**config.mk**
```make
export PLATFORM = sky130hd
export DESIGN_NAME = count_pwm_gen
export DESIGN_NICKNAME = d
export VERILOG_FILES = /design/src/rtl/count_pwm_gen.sv
export SDC_FILE = /design/constraint.sdc
export NUM_CORES = 1
export LEC_CHECK = 0
export CAP_MARGIN = 25
export CORE_MARGIN = 3
export CORE_UTILIZATION = 43
export CTS_BUF_LIST = sky130_fd_sc_hd__clkbuf_16
export CTS_CLUSTER_DIAMETER = 80
export DETAILED_ROUTE_END_ITERATION = 10
export GPL_TIMING_DRIVEN = 1
export PLACE_DENSITY = 0.81
export SETUP_SLACK_MARGIN = 0.3
export SYNTH_ARGS = -nofsm -noshare
export SYNTH_HDL_FRONTEND = slang
export SYNTH_SLANG_ARGS = --single-unit
```
**constraint.sdc**
```tcl
create_clock -name clk -period 2.7 [get_ports clk]
set_input_delay 0.81 -clock clk [delete_from_list [all_inputs] [get_ports clk]]
set_output_delay 0.81 -clock clk [all_outputs]
set_load 0.02 [all_outputs]
```
**src/rtl/count_pwm_gen.sv**
```systemverilog
// count_pwm_gen: turns a free-running 4-bit count into a PWM waveform.
// Duty updates arrive over valid/ready and are double-buffered. A new duty
// only takes effect at a period boundary, either a wrap (15 -> 0) or a
// counter restart to 0, so every PWM period is glitch-free. Completed wraps
// are pulsed on wrap_pulse and counted modulo 256 in period_cnt.
module count_pwm_gen (
    input  logic       clk,
    input  logic       reset,       // synchronous, active-low
    input  logic [3:0] count,
    input  logic [3:0] duty_in,
    input  logic       duty_valid,
    output logic       duty_ready,
    output logic       pwm_out,
    output logic       wrap_pulse,
    output logic [7:0] period_cnt
);

    localparam logic [3:0] COUNT_MAX = 4'd15;

    logic [3:0] prev_count_q,  prev_count_d;
    logic [3:0] active_duty_q, active_duty_d;
    logic [3:0] pend_duty_q,   pend_duty_d;
    logic       pend_flag_q,   pend_flag_d;
    logic       pwm_q,         pwm_d;
    logic       wrap_q,        wrap_d;
    logic [7:0] period_cnt_q,  period_cnt_d;

    logic       period_start;
    logic       is_wrap;
    logic       xfer;
    logic [3:0] eff_duty;

    // Boundary detection, handshake and next-state for every register.
    always_comb begin
        // NOTE: every variable gets a default before any condition, so no
        // path leaves a value unassigned and no latch is inferred.
        prev_count_d  = count;
        active_duty_d = active_duty_q;
        pend_duty_d   = pend_duty_q;
        pend_flag_d   = pend_flag_q;
        period_cnt_d  = period_cnt_q;

        // A held count (stall) keeps prev == count, so it never looks like
        // a boundary; likewise the first sample after reset at count 0.
        period_start = (count == 4'd0) && (prev_count_q != 4'd0);
        is_wrap      = period_start && (prev_count_q == COUNT_MAX);

        // The pending slot is single-entry: refuse while it is occupied.
        duty_ready = !pend_flag_q;
        xfer       = duty_valid && duty_ready;

        // A value committed at this boundary already governs count 0.
        eff_duty = (period_start && pend_flag_q) ? pend_duty_q : active_duty_q;

        if (period_start && pend_flag_q) begin
            active_duty_d = pend_duty_q;
            pend_flag_d   = 1'b0;
        end

        // Transfers only happen with the slot empty, so they never collide
        // with a commit; a transfer on a boundary waits for the next one.
        if (xfer) begin
            pend_duty_d = duty_in;
            pend_flag_d = 1'b1;
        end

        pwm_d  = (count < eff_duty);
        wrap_d = is_wrap;
        if (is_wrap) begin
            period_cnt_d = period_cnt_q + 8'd1;
        end
    end

    // State registers with synchronous active-low reset; a pending duty is
    // discarded by reset.
    always_ff @(posedge clk) begin
        // NOTE: sequential state uses non-blocking assignments so every flop
        // samples the pre-edge values regardless of statement order.
        if (!reset) begin
            prev_count_q  <= 4'd0;
            active_duty_q <= 4'd0;
            pend_duty_q   <= 4'd0;
            pend_flag_q   <= 1'b0;
            pwm_q         <= 1'b0;
            wrap_q        <= 1'b0;
            period_cnt_q  <= 8'd0;
        end else begin
            prev_count_q  <= prev_count_d;
            active_duty_q <= active_duty_d;
            pend_duty_q   <= pend_duty_d;
            pend_flag_q   <= pend_flag_d;
            pwm_q         <= pwm_d;
            wrap_q        <= wrap_d;
            period_cnt_q  <= period_cnt_d;
        end
    end

    assign pwm_out    = pwm_q;
    assign wrap_pulse = wrap_q;
    assign period_cnt = period_cnt_q;

endmodule

```
==> out/results.md <==
| Stage | Parameter | Reported |
| --- | --- | --- |
| die | Horizontal extent of the die | 53.9 µm |
| worst setup path | Worst path most repeated cell | buf_6 |
| clock tree | Clock latency reported for the late side of the worst-skew pair | 0.25 ns |
| worst setup path | Endpoint of the worst-slack reg-to-reg timing path | pwm_out |
| sta | Worst-case headroom to the max-slew limit | 66.3% |
| die | Core area | 2060 µm² |
| sta | Count of endpoints failing setup in the final report | 0 |
| grt | Number of antenna violations at the first check in global routing | 0 |
| die | Initial cell density of the core | 47.9% |
| worst setup path | Maximum fanout along the worst path | 3 |
| yosys | Mux contribution to synthesized area | 8.10% |
| worst setup path | Cells along the critical path | buf_6 -> or4_4 -> nor3_4 -> buf_6 -> buf_6 -> mux2i_4 -> ha_1 -> o21a_1 -> o21a_1 -> o221ai_1 |
| clock tree | Clock slew seen by the registers of the worst setup and hold paths | 0.06 ns |
| worst setup path | Crit. End Element | flip-flop |
| route | Via-per-instance ratio | 4.91 |
| worst hold path | Startpoint of the lowest-slack hold path | active_duty_q[0] |
| sta | Time the worst path needs with I/O delays and setup | 2.65 ns |
| sta | Max Transition Viols Final | 0 |
| route | Antenna violation net count after detailed routing | 0 |
| grt | Total global routing overflow | 0 |
| worst setup path | Source of the worst register-to-register timing path | prev_count_q[0] |
| die | Die Footprint | 2910 µm² |
| yosys | Cells after synthesis | 97 |
| worst setup path | Crit-path slowest cell | or4_4 |
| route | Average wire per cell in the routed design | 12.4 µm |
| clock tree | Clock tree from TritonCTS | built |
| worst setup path | Critical path buffer and inverter count | 3 |
| layout | Layout overhead on the synthesized area | 46.6% |
| worst hold path | Number of cells traversed by the worst hold path | 2 |
| sta | Actual transition at the worst max-transition pin | 0.501 ns |
| power and ir drop | Pwr per Cell Area | 505 nW/µm² |
| clock tree | Worst-case clock buffer depth | 2 |
| layout | Combined area of the multi-input logic cells | 537 µm² |
| placed design | Weighted congestion reported at the end of routability-driven placement | 0.712 |
| placed design | Number of I/O port buffers | 21 |
| worst hold path | Path type of the worst min-delay path | reg2reg |
| route | Total Routed Length | 1.98 mm |
| worst setup path | Slowest Stage Delay on Critical Path | 0.54 ns |
| sta | Max Fclk | 378 MHz |
| worst setup path | Setup slack, reg-to-reg | 0.58 ns |
| layout | Count of fill cells added during filler insertion | 159 |
| layout | Fraction of final layout cells sized beyond drive strength 1 | 21.1% |
| route | Number of DRC markers in iteration 0 | 12 |
| sta | Largest clock skew in the final design | 0.00155 ns |
| yosys | Synth Area in Compound Gates | 4.18% |
| clock tree | Number of buffers added by the clock tree synthesis step | 3 |
| yosys | Yosys warnings | 0 |
| grt | Total GRT Usage | 14.7% |
| yosys | Post-Syn Nets | 112 |
| yosys | Count of state elements after synthesis | 23 |
| run | Reported max-cap violation count | 0 |
| sta | Share of the clock period used by the worst path after layout | 98.1% |
| grt | Vias in the first global route | 744 |
| yosys | Post-synthesis adder-cell area fraction | 5.06% |
| placed design | Final HPWL DP | 1.34 mm |
| clock tree | Clock root buffer | clkbuf_16 |
| route | DRC violation count after routing | 0 |
| yosys | Simple-gate portion of the synthesized area | 26.8% |
| yosys | Average cell area after synthesis | 10.2 µm² |
| worst setup path | WP data required | 2.88 ns |
| sta | Setup repair after global routing missed its margin | true |
| worst setup path | Reg2Reg Depth | 9 |
| layout | Nets | 149 |
| yosys | Synth Area in XOR/XNOR | 6.20% |
| power and ir drop | Static leakage power | 0.597 nW |
| power and ir drop | Maximum ir drop on the vdd rail | 0.000351 V |
| worst setup path | Worst Setup Path Type | in2reg |
| clock tree | Total number of H-tree levels | 1 |
| worst setup path | Startpoint kind of the worst setup timing path | input pin |
| sta | Hold violation total from the final report | 0 |
| status | Run status | finished, final reports clean |
| worst setup path | Crit path arrival time | 2.82 ns |
| grt | Pin count of the biggest net entering global routing | 23 |
| die | Cell Rows | 16 |
| route | Via Count | 785 |
| yosys | Sequential-to-total area share from yosys stat | 46.6% |
| yosys | Area of the mapped netlist | 988 µm² |
| worst hold path | Worst min-delay path endpoint | pwm_out |
| die | Die Ht | 53.9 µm |
| worst setup path | Cell type group with the largest total delay on the critical path | simple AND/OR/NAND/NOR gates |
| layout | Antenna cell count | 0 |
| layout | Final core utilization | 70.3% |
| yosys | Dominant combinational cell family by area after synthesis | simple AND/OR/NAND/NOR gates |
| placed design | Post-detailed-placement cell area | 1270 µm² |
| layout | Footprint of the flip-flops and latches | 460 µm² |
| yosys | Cell variety after synth | 23 |
| die | I/O pin count | 22 |
| route | Detailed Routing Iterations Pass 1 | 4 |
| clock tree | Number of sinks on the clock net | 23 |
| power and ir drop | Total design power | 732 µW |
| layout | Fin area | 1450 µm² |
| grt | First-pass GRT wire length | 3.11 mm |
-- repair_timing --
item                       CTS  global route
pin swaps                    6             6
buffers inserted             4             3
hold buffers                 0             0
gates resized for setup     17             8
setup endpoints to repair    4             1
-- report_power, final --
part,internal [mW],switching (mW),total (mW)
sequential,0.348,0.00639,0.355
clock,0.197,0.116,0.313
combinational,0.0383,0.0258,0.0641
-- area by class of cell --
| cell class | count | area share [%] |
|---|---|---|
| Inverter | 2 | 0.518 |
| Clock inverter | 1 | 0.259 |
| Timing Repair Buffer | 36 | 22.9 |
| Clock buffer | 3 | 5.18 |
| Multi-Input combinational cell | 68 | 37.0 |
| Tap cell | 27 | 2.33 |
| Sequential cell | 23 | 31.8 |
-- synth_stat cells, drive strengths merged --
master / number / share of area [%]
nand2b: 1 / 0.63
o221ai: 1 / 0.89
or4: 1 / 1.1
and2: 12 / 7.7
nand2: 3 / 1.1
clkbuf: 3 / 1.1
o21a: 2 / 1.5
inv: 2 / 0.76
xor2: 7 / 6.2
nor4: 5 / 3.2
nor2b: 9 / 5.7
o21ai: 2 / 1.0
nand3: 3 / 1.5
dfxtp: 23 / 47
nor3: 4 / 3.2
mux2i: 8 / 8.1
ha: 4 / 5.1
nand4: 3 / 1.9
nor2: 2 / 0.76
buf: 1 / 1.1
a21boi: 1 / 0.76
-- tightest hold or removal path: stages, from the launching register on --
cell      delay, ns
dfxtp_1        0.31
nand2_1        0.05
o221ai_1       0.10
-- sequential cells by signal (all words and copies together), names as in the netlist --
name and cells:
pend_flag_q 1, wrap_pulse 1, prev_count_q 4, period_cnt 8, pwm_out 1, active_duty_q 4
pend_duty_q 4
-- layer usage --
metal  track usage (%)  vias to the layer above  wire [µm]
met2              27.4                       16       1020
met5                 0                        -          0
li1                  -                      404          -
met4              3.83                        0          0
met1              16.5                      365        885
met3              3.32                        0         78
-- cell families after synthesis --
family | Yosys count
AND/OR/NAND/NOR | 43
AO/OA/AOI/OAI | 6
flip-flops | 23
adder cells (fa/ha/maj) | 4
buffers and inverters | 6
XOR/XNOR | 7
multiplexers | 8
-- stage by stage --
step / worst slack (ns) / hold slack [ns] / instances / setup TNS [ns]
floorplan: -0.119 / 0.476 / 97 / -0.119
global placement: -0.469 / 0.497 / 149 / -0.469
detailed placement: -0.538 / 0.508 / 149 / -0.546
CTS: 0.0723 / 0.521 / 157 / 0
global route: -0.0547 / 0.549 / 160 / -0.0547
finish: 0.0510 / 0.518 / 160 / 0
-- layout by cell type, fill, tap and decap left out, drive strengths merged, types with 2 or more instances in the layout --
cell and count:
dfxtp 23, buf 18, clkdlybuf4s50 17, and2 12, nor2b 9, mux2i 8, xor2 7, nor4 5
ha 4, nor3 4, inv 3, nand4 3, nand2 3, nand3 3, clkbuf 3, nor2 2
o21ai 2, o21a 2
-- worst max path at each step --
stage	from	endpoint	slack, ns	cells past startpoint
4_1_cts	count[3]	pwm_out	0.07	8
3_3_place_gp	count[0]	pwm_out	-0.47	8
3_5_place_dp	count[0]	pwm_out	-0.54	8
5_1_grt	count[1]	pwm_out	-0.05	10
2_1_floorplan	count[0]	pwm_out	-0.12	8
6_report	count[1]	pwm_out	0.05	10
Power figures use the tool's default switching activity.
